## config.mk

```make
export PLATFORM = sky130hd
export DESIGN_NAME = core_boot_sequencer
export DESIGN_NICKNAME = d
export VERILOG_FILES = /design/src/rtl/core_boot_pkg.sv /design/src/rtl/core_boot_watchdog.sv /design/src/rtl/core_boot_sequencer.sv
export SDC_FILE = /design/constraint.sdc
export NUM_CORES = 1
export LEC_CHECK = 0
export CELL_PAD_IN_SITES_DETAIL_PLACEMENT = 1
export CELL_PAD_IN_SITES_GLOBAL_PLACEMENT = 1
export CORE_MARGIN = 8
export CORE_UTILIZATION = 32
export CTS_CLUSTER_DIAMETER = 30
export CTS_CLUSTER_SIZE = 10
export DETAILED_ROUTE_END_ITERATION = 10
export PLACE_DENSITY = 0.8
export SYNTH_ARGS = -nofsm -noshare
export SYNTH_HDL_FRONTEND = slang
export SYNTH_HIERARCHICAL = 1
export SYNTH_SLANG_ARGS = --single-unit
```

## constraint.sdc

```tcl
create_clock -name clk -period 2.8 [get_ports clk]
set_input_delay 0.56 -clock clk [delete_from_list [all_inputs] [get_ports clk]]
set_output_delay 0.56 -clock clk [all_outputs]
set_load 0.02 [all_outputs]
```

## src/rtl/core_boot_pkg.sv

```systemverilog
// Shared encodings for the core boot sequencer: command types and FSM states.
package core_boot_pkg;

    typedef enum logic [1:0] {
        CMD_IMEM_WR = 2'b00,
        CMD_REG_WR  = 2'b01,
        CMD_START   = 2'b10,
        CMD_NOP     = 2'b11
    } cmd_e;

    typedef enum logic [1:0] {
        ST_IDLE = 2'b00,
        ST_RUN  = 2'b01,
        ST_DONE = 2'b10
    } state_e;

endpackage

```

## src/rtl/core_boot_watchdog.sv

```systemverilog
// RUN-phase watchdog: counts RUN cycles, tracks how long the core PC has been
// unchanged, and flags self-loop halt or budget expiry.
module core_boot_watchdog #(
    parameter int XLEN             = 32,
    parameter int CNT_W            = 16,
    parameter int MAX_RUN_CYCLES   = 1000,
    parameter int SELF_LOOP_CYCLES = 4
) (
    input  logic             clk,
    input  logic             rst_n,
    input  logic             i_run_en,
    input  logic             i_clear,
    input  logic [XLEN-1:0]  i_pc,
    output logic             o_halt_hit,
    output logic             o_timeout_hit,
    output logic [CNT_W-1:0] o_cycle_count
);

    logic [CNT_W-1:0] r_count;
    logic [CNT_W-1:0] r_stable;
    logic [XLEN-1:0]  r_prev_pc;

    assign o_halt_hit    = i_run_en && (r_stable == CNT_W'(SELF_LOOP_CYCLES - 1));
    assign o_timeout_hit = i_run_en && (r_count == CNT_W'(MAX_RUN_CYCLES - 1));
    assign o_cycle_count = r_count;

    always_ff @(posedge clk) begin
        r_prev_pc <= i_pc;
    end

    // The count is not advanced on the exit edge so DONE reports the last RUN cycle index.
    always_ff @(posedge clk) begin
        if (!rst_n) begin
            r_count  <= '0;
            r_stable <= '0;
        end else if (i_clear) begin
            r_count  <= '0;
            r_stable <= '0;
        end else if (i_run_en) begin
            if (!o_halt_hit && !o_timeout_hit)
                r_count <= r_count + 1'b1;
            r_stable <= (i_pc == r_prev_pc) ? r_stable + 1'b1 : '0;
        end else begin
            r_stable <= '0;
        end
    end

endmodule

```

## src/rtl/core_boot_sequencer.sv

```systemverilog
// Command-driven boot sequencer: preloads imem/regfile, starts the core, watches for
// halt or timeout. Optional writeback signature enabled by CORE_BOOT_SIGNATURE_EN.
module core_boot_sequencer
    import core_boot_pkg::*;
#(
    parameter int XLEN             = 32,
    parameter int ADDR_W           = 32,
    parameter int CNT_W            = 16,
    parameter int MAX_RUN_CYCLES   = 1000,
    parameter int SELF_LOOP_CYCLES = 4
) (
    input  logic              clk,
    input  logic              rst_n,
    input  logic              i_cmd_valid,
    output logic              o_cmd_ready,
    input  logic [1:0]        i_cmd_type,
    input  logic [ADDR_W-1:0] i_cmd_addr,
    input  logic [XLEN-1:0]   i_cmd_data,
    input  logic              i_clear,
    input  logic [XLEN-1:0]   i_pc,
    input  logic [XLEN-1:0]   i_rd_writeback,
    output logic              o_setup,
    output logic              o_inst_mem_we,
    output logic [ADDR_W-1:0] o_inst_mem_addr,
    output logic [XLEN-1:0]   o_inst_mem_data,
    output logic              o_load_reg_we,
    output logic [4:0]        o_load_reg_addr,
    output logic [XLEN-1:0]   o_load_reg_data,
    output logic [XLEN-1:0]   o_pc_start_addr,
    output logic              o_busy,
    output logic              o_done,
    output logic              o_timeout,
    output logic              o_err,
    output logic [CNT_W-1:0]  o_cycle_count,
    output logic [XLEN-1:0]   o_signature
);

    state_e r_state;
    state_e w_state_nxt;
    cmd_e   w_cmd;
    logic   w_accept;
    logic   w_run;
    logic   w_clear;
    logic   w_halt_hit;
    logic   w_timeout_hit;

    logic              r_imem_we, r_reg_we, r_done, r_timeout, r_err;
    logic [ADDR_W-1:0] r_imem_addr;
    logic [XLEN-1:0]   r_imem_data, r_reg_data, r_pc_start;
    logic [4:0]        r_reg_addr;

    assign w_cmd       = cmd_e'(i_cmd_type);
    assign o_cmd_ready = (r_state == ST_IDLE);
    assign w_accept    = i_cmd_valid && o_cmd_ready;
    assign w_run       = (r_state == ST_RUN);
    assign w_clear     = i_clear && (r_state != ST_IDLE);

    core_boot_watchdog #(
        .XLEN             (XLEN),
        .CNT_W            (CNT_W),
        .MAX_RUN_CYCLES   (MAX_RUN_CYCLES),
        .SELF_LOOP_CYCLES (SELF_LOOP_CYCLES)
    ) u_watchdog (
        .clk           (clk),
        .rst_n         (rst_n),
        .i_run_en      (w_run),
        .i_clear       (w_clear),
        .i_pc          (i_pc),
        .o_halt_hit    (w_halt_hit),
        .o_timeout_hit (w_timeout_hit),
        .o_cycle_count (o_cycle_count)
    );

    always_ff @(posedge clk) begin
        if (!rst_n) r_state <= ST_IDLE;
        else        r_state <= w_state_nxt;
    end

    always_comb begin
        w_state_nxt = r_state;
        case (r_state)
            ST_IDLE: if (w_accept && w_cmd == CMD_START) w_state_nxt = ST_RUN;
            ST_RUN: begin
                if (i_clear)                          w_state_nxt = ST_IDLE;
                else if (w_halt_hit || w_timeout_hit) w_state_nxt = ST_DONE;
            end
            ST_DONE: if (i_clear) w_state_nxt = ST_IDLE;
            default: w_state_nxt = ST_IDLE;
        endcase
    end

    always_ff @(posedge clk) begin
        if (!rst_n) begin
            r_imem_we   <= 1'b0;
            r_imem_addr <= '0;
            r_imem_data <= '0;
            r_reg_we    <= 1'b0;
            r_reg_addr  <= '0;
            r_reg_data  <= '0;
            r_pc_start  <= '0;
            r_done      <= 1'b0;
            r_timeout   <= 1'b0;
            r_err       <= 1'b0;
        end else begin
            r_imem_we <= w_accept && (w_cmd == CMD_IMEM_WR) && (i_cmd_addr[1:0] == 2'b00);
            r_reg_we  <= w_accept && (w_cmd == CMD_REG_WR) && (i_cmd_addr[4:0] != 5'd0);
            if (w_accept && w_cmd == CMD_IMEM_WR) begin
                if (i_cmd_addr[1:0] == 2'b00) begin
                    r_imem_addr <= i_cmd_addr;
                    r_imem_data <= i_cmd_data;
                end else begin
                    r_err <= 1'b1;
                end
            end
            if (w_accept && w_cmd == CMD_REG_WR && i_cmd_addr[4:0] != 5'd0) begin
                r_reg_addr <= i_cmd_addr[4:0];
                r_reg_data <= i_cmd_data;
            end
            if (w_accept && w_cmd == CMD_START)
                r_pc_start <= XLEN'(i_cmd_addr);
            // Halt takes precedence when both conditions land on the same cycle.
            if (w_clear) begin
                r_done    <= 1'b0;
                r_timeout <= 1'b0;
            end else if (w_run && w_halt_hit) begin
                r_done <= 1'b1;
            end else if (w_run && w_timeout_hit) begin
                r_timeout <= 1'b1;
            end
        end
    end

`ifdef CORE_BOOT_SIGNATURE_EN
    logic [XLEN-1:0] r_sig;

    always_ff @(posedge clk) begin
        if (!rst_n || w_clear)
            r_sig <= '0;
        else if (w_run)
            r_sig <= {r_sig[XLEN-2:0], r_sig[XLEN-1]} ^ i_rd_writeback;
    end

    assign o_signature = r_sig;
`else
    logic w_unused_wb;
    assign w_unused_wb = ^i_rd_writeback;
    assign o_signature = '0;
`endif

    assign o_setup         = !w_run;
    assign o_busy          = w_run;
    assign o_inst_mem_we   = r_imem_we;
    assign o_inst_mem_addr = r_imem_addr;
    assign o_inst_mem_data = r_imem_data;
    assign o_load_reg_we   = r_reg_we;
    assign o_load_reg_addr = r_reg_addr;
    assign o_load_reg_data = r_reg_data;
    assign o_pc_start_addr = r_pc_start;
    assign o_done          = r_done;
    assign o_timeout       = r_timeout;
    assign o_err           = r_err;

endmodule
```

==> metrics <==
status=completed; register area share after synthesis=0.498; vias=7116; crit path DAT=2070 ps; Critical Path Max Stage Delay=630 ps; Hold WC Path Type=primary input to flop; crit-path cells=nor2b_1 > buf_4 > clkdlybuf4s50_1; Syn Inst Count=863; Final HPWL DP=18900 um; clock buffer depth=3; Root Buffer=clkbuf_16; CP startpoint kind=flop; fin. max-slew vios=0; Ports=~320; Die Y=176 um; drt total wl=27200 um; Sink Count=204; Warnings, synthesis=6; reg-to-reg startpoint=r_state[1]; share of layout cells above drive strength 1=0.100; ANT cells=0; port bufs=258; unrepaired setup endpoints after global routing=false; final hold viol count=0; largest net degree at the start of global routing=around 150; die area=a little over 0.03 mm^2; Synth Register Bits=around 200; clock-pin slew on the worst setup and hold paths=approximately 50 ps; Hold Buf Count CTS=0; Post-Route Setup TNS=0 ps; Initial DRC Count=325; crit-path max FO=12; Placer Congestion=0.737; minimum clock period=2630 ps; slew margin rel.=0.480; worst endpoint required time=2240 ps; worst-margin pin slew=a little under 800 ps; Num CTS Buffers=48; PD cells=758 mW/mm^2; first-pass GRT wire length=42700 um; CP max-delay cell=clkdlybuf4s50_1; area grow syn2layout=53.7%; Die W=176 um; CP startpoint=r_state[0]; WP buf/inv=2; vias in the first global route=7679; setup violators final=0; # H-tree levels=2; Routed wire per std cell=18.1 um; critical path class=flop to output port; syn_area_per_cell=9.51 um^2; grt total ovfl=0; Total Nets Final=1267; Cell Area, Placed=about 0.011 mm^2; routed vias/inst=between 4 and 5; drt first pass iters=4; Clk Latency, worst-skew pair=520 ps; Total GRT Usage=0.169; Cell Area, Synth=0.00820 mm^2; postcts setup bufs=0; Peak supply drop=0.443 mV; top cell family by delay on the critical path=buffers and inverters; fmax=around 0.38 GHz; initial cell density of the core=0.326; Routed Antenna Nets=0; MaxCap Viol Count=0; P_leak=4.74 nW; worst-case clock skew=10.5 ps; post-synth cell types=47; CP endpoint kind=output port; fin crit share=0.940; Core ar.=around 0.025 mm^2; fill count=2788; TritonCTS clock tree=built; initial antenna violation count=0; final instance area=0.0126 mm^2; drt drc=0; Post-CTS Resized=0; Core Rows=58; worst hold start=rst_n
## through the flow
step	setup WS (ps)	instances	total power [mW]	util	hold slack (ps)
2_1_floorplan	556	894	3.43	-	426
3_3_place_gp	240	1411	3.72	0.432	442
3_5_place_dp	219	1411	3.74	0.432	451
4_1_cts	141	1499	9.69	0.501	407
5_1_grt	43.5	1499	9.89	0.501	427
6_report	169	1499	9.55	0.501	434
## worst reg2reg max path: cells and delay by family, from the launching register on
kind / cells / cell delay [ps]
DFF: 1 / 520
and+or+nand+nor: 5 / 1410
AOI/OAI and AO/OA: 1 / 150
buffers and inverters: 1 / 200
## synth_stat cells, drive strengths merged
| library cell | number | area share |
|---|---|---|
| nor3b | 4 | 0.0037 |
| nor2 | 29 | 0.013 |
| nand3 | 44 | 0.027 |
| ha | 2 | 0.0030 |
| dlymetal6s2s | 1 | 0.0015 |
| o31ai | 6 | 0.0055 |
| conb | 1 | 0.00046 |
| or4 | 10 | 0.0092 |
| or3b | 1 | 0.0011 |
| or2 | 1 | 0.00076 |
| and3 | 6 | 0.0049 |
| a21oi | 43 | 0.026 |
| nor4bb | 1 | 0.0012 |
| a31oi | 1 | 0.00076 |
| or3 | 3 | 0.0023 |
| dfxtp | 204 | 0.50 |
| nor2b | 3 | 0.0023 |
| clkbuf | 38 | 0.017 |
| and4 | 1 | 0.0014 |
| o21a | 2 | 0.0018 |
| o21ai | 36 | 0.022 |
| nor4 | 6 | 0.0046 |
| nand4 | 15 | 0.014 |
| nand2b | 3 | 0.0023 |
| nand2 | 179 | 0.082 |
| o22ai | 3 | 0.0023 |
| mux2i | 97 | 0.12 |
| or2b | 1 | 0.0011 |
| nor4b | 5 | 0.0076 |
| xor2 | 10 | 0.011 |
| nor3 | 7 | 0.0056 |
| buf | 46 | 0.054 |
| xnor2 | 40 | 0.043 |
| or4b | 1 | 0.0017 |
| o211a | 1 | 0.0012 |
| inv | 8 | 0.0037 |
| a211oi | 1 | 0.00092 |
| o211ai | 3 | 0.0034 |
## sequential cells by signal, summed over array words and instances (netlist names)
register	flops
o_load_reg_addr	5
o_pc_start_addr	32
o_done	1
o_timeout	1
o_load_reg_we	1
o_inst_mem_we	1
o_load_reg_data	32
o_inst_mem_data	32
u_watchdog/r_prev_pc	32
o_inst_mem_addr	32
u_watchdog/r_stable	16
r_state	2
o_err	1
u_watchdog/o_cycle_count	16
## where the power goes
part	internal (mW)	leakage, nW	switching, mW
combinational	0.308	2.24	0.356
clock	4.17	0.837	1.69
sequential	2.99	1.66	0.0367
total	7.47	4.74	2.08
## path summary, 6_finish.rpt
kind | end | slack [ps] | depth (start not counted)
worst max-delay path | o_busy | 170 | 3
worst min-delay path | o_inst_mem_data[4] | 430 | 3
worst max register to register | u_watchdog/o_cycle_count[15] | 460 | 7
worst min register to register | o_inst_mem_data[31] | 450 | 2
## kinds of logic after synthesis
family	Yosys count	synth area share
buffers and inverters	93	0.0770
other	1	0.000457
xor gates and xnor gates	50	0.0534
and+or+nand+nor	320	0.186
AOI/OAI and AO/OA	96	0.0641
muxes	97	0.118
adders and majority gates	2	0.00305
DFF	204	0.498
## cells in the final DEF (no fill, tap or decap), drive strengths merged, types with 29 or more instances in the layout
cell type / Yosys / layout
o21ai: 36 / 36
dfxtp: 204 / 204
nor2: 29 / 29
xnor2: 40 / 40
clkbuf: 38 / 56
nand2: 179 / 179
conb: 1 / 32
nand3: 44 / 44
a21oi: 43 / 43
clkdlybuf4s50: 0 / 257
mux2i: 97 / 97
## final cells by class
type / count / area (um^2) / share of cell area
tap: 330 / 413 / 0.0328
sequential: 204 / 4080 / 0.324
clock inverter: 32 / 440 / 0.0349
timing repair buffer: 272 / 2740 / 0.217
multi-input combinational: 597 / 3620 / 0.287
clock buffer: 56 / 1280 / 0.102
inverter: 8 / 30.0 / 0.00238
## layer usage
metal	vias up	track usage	routed length (um)
met5	-	0	0
li1	3419	-	-
met3	36	0.0506	2020
met4	0	0.0551	556
met2	247	0.300	13600
met1	3414	0.191	11000
(Power assumes the default switching activity.)
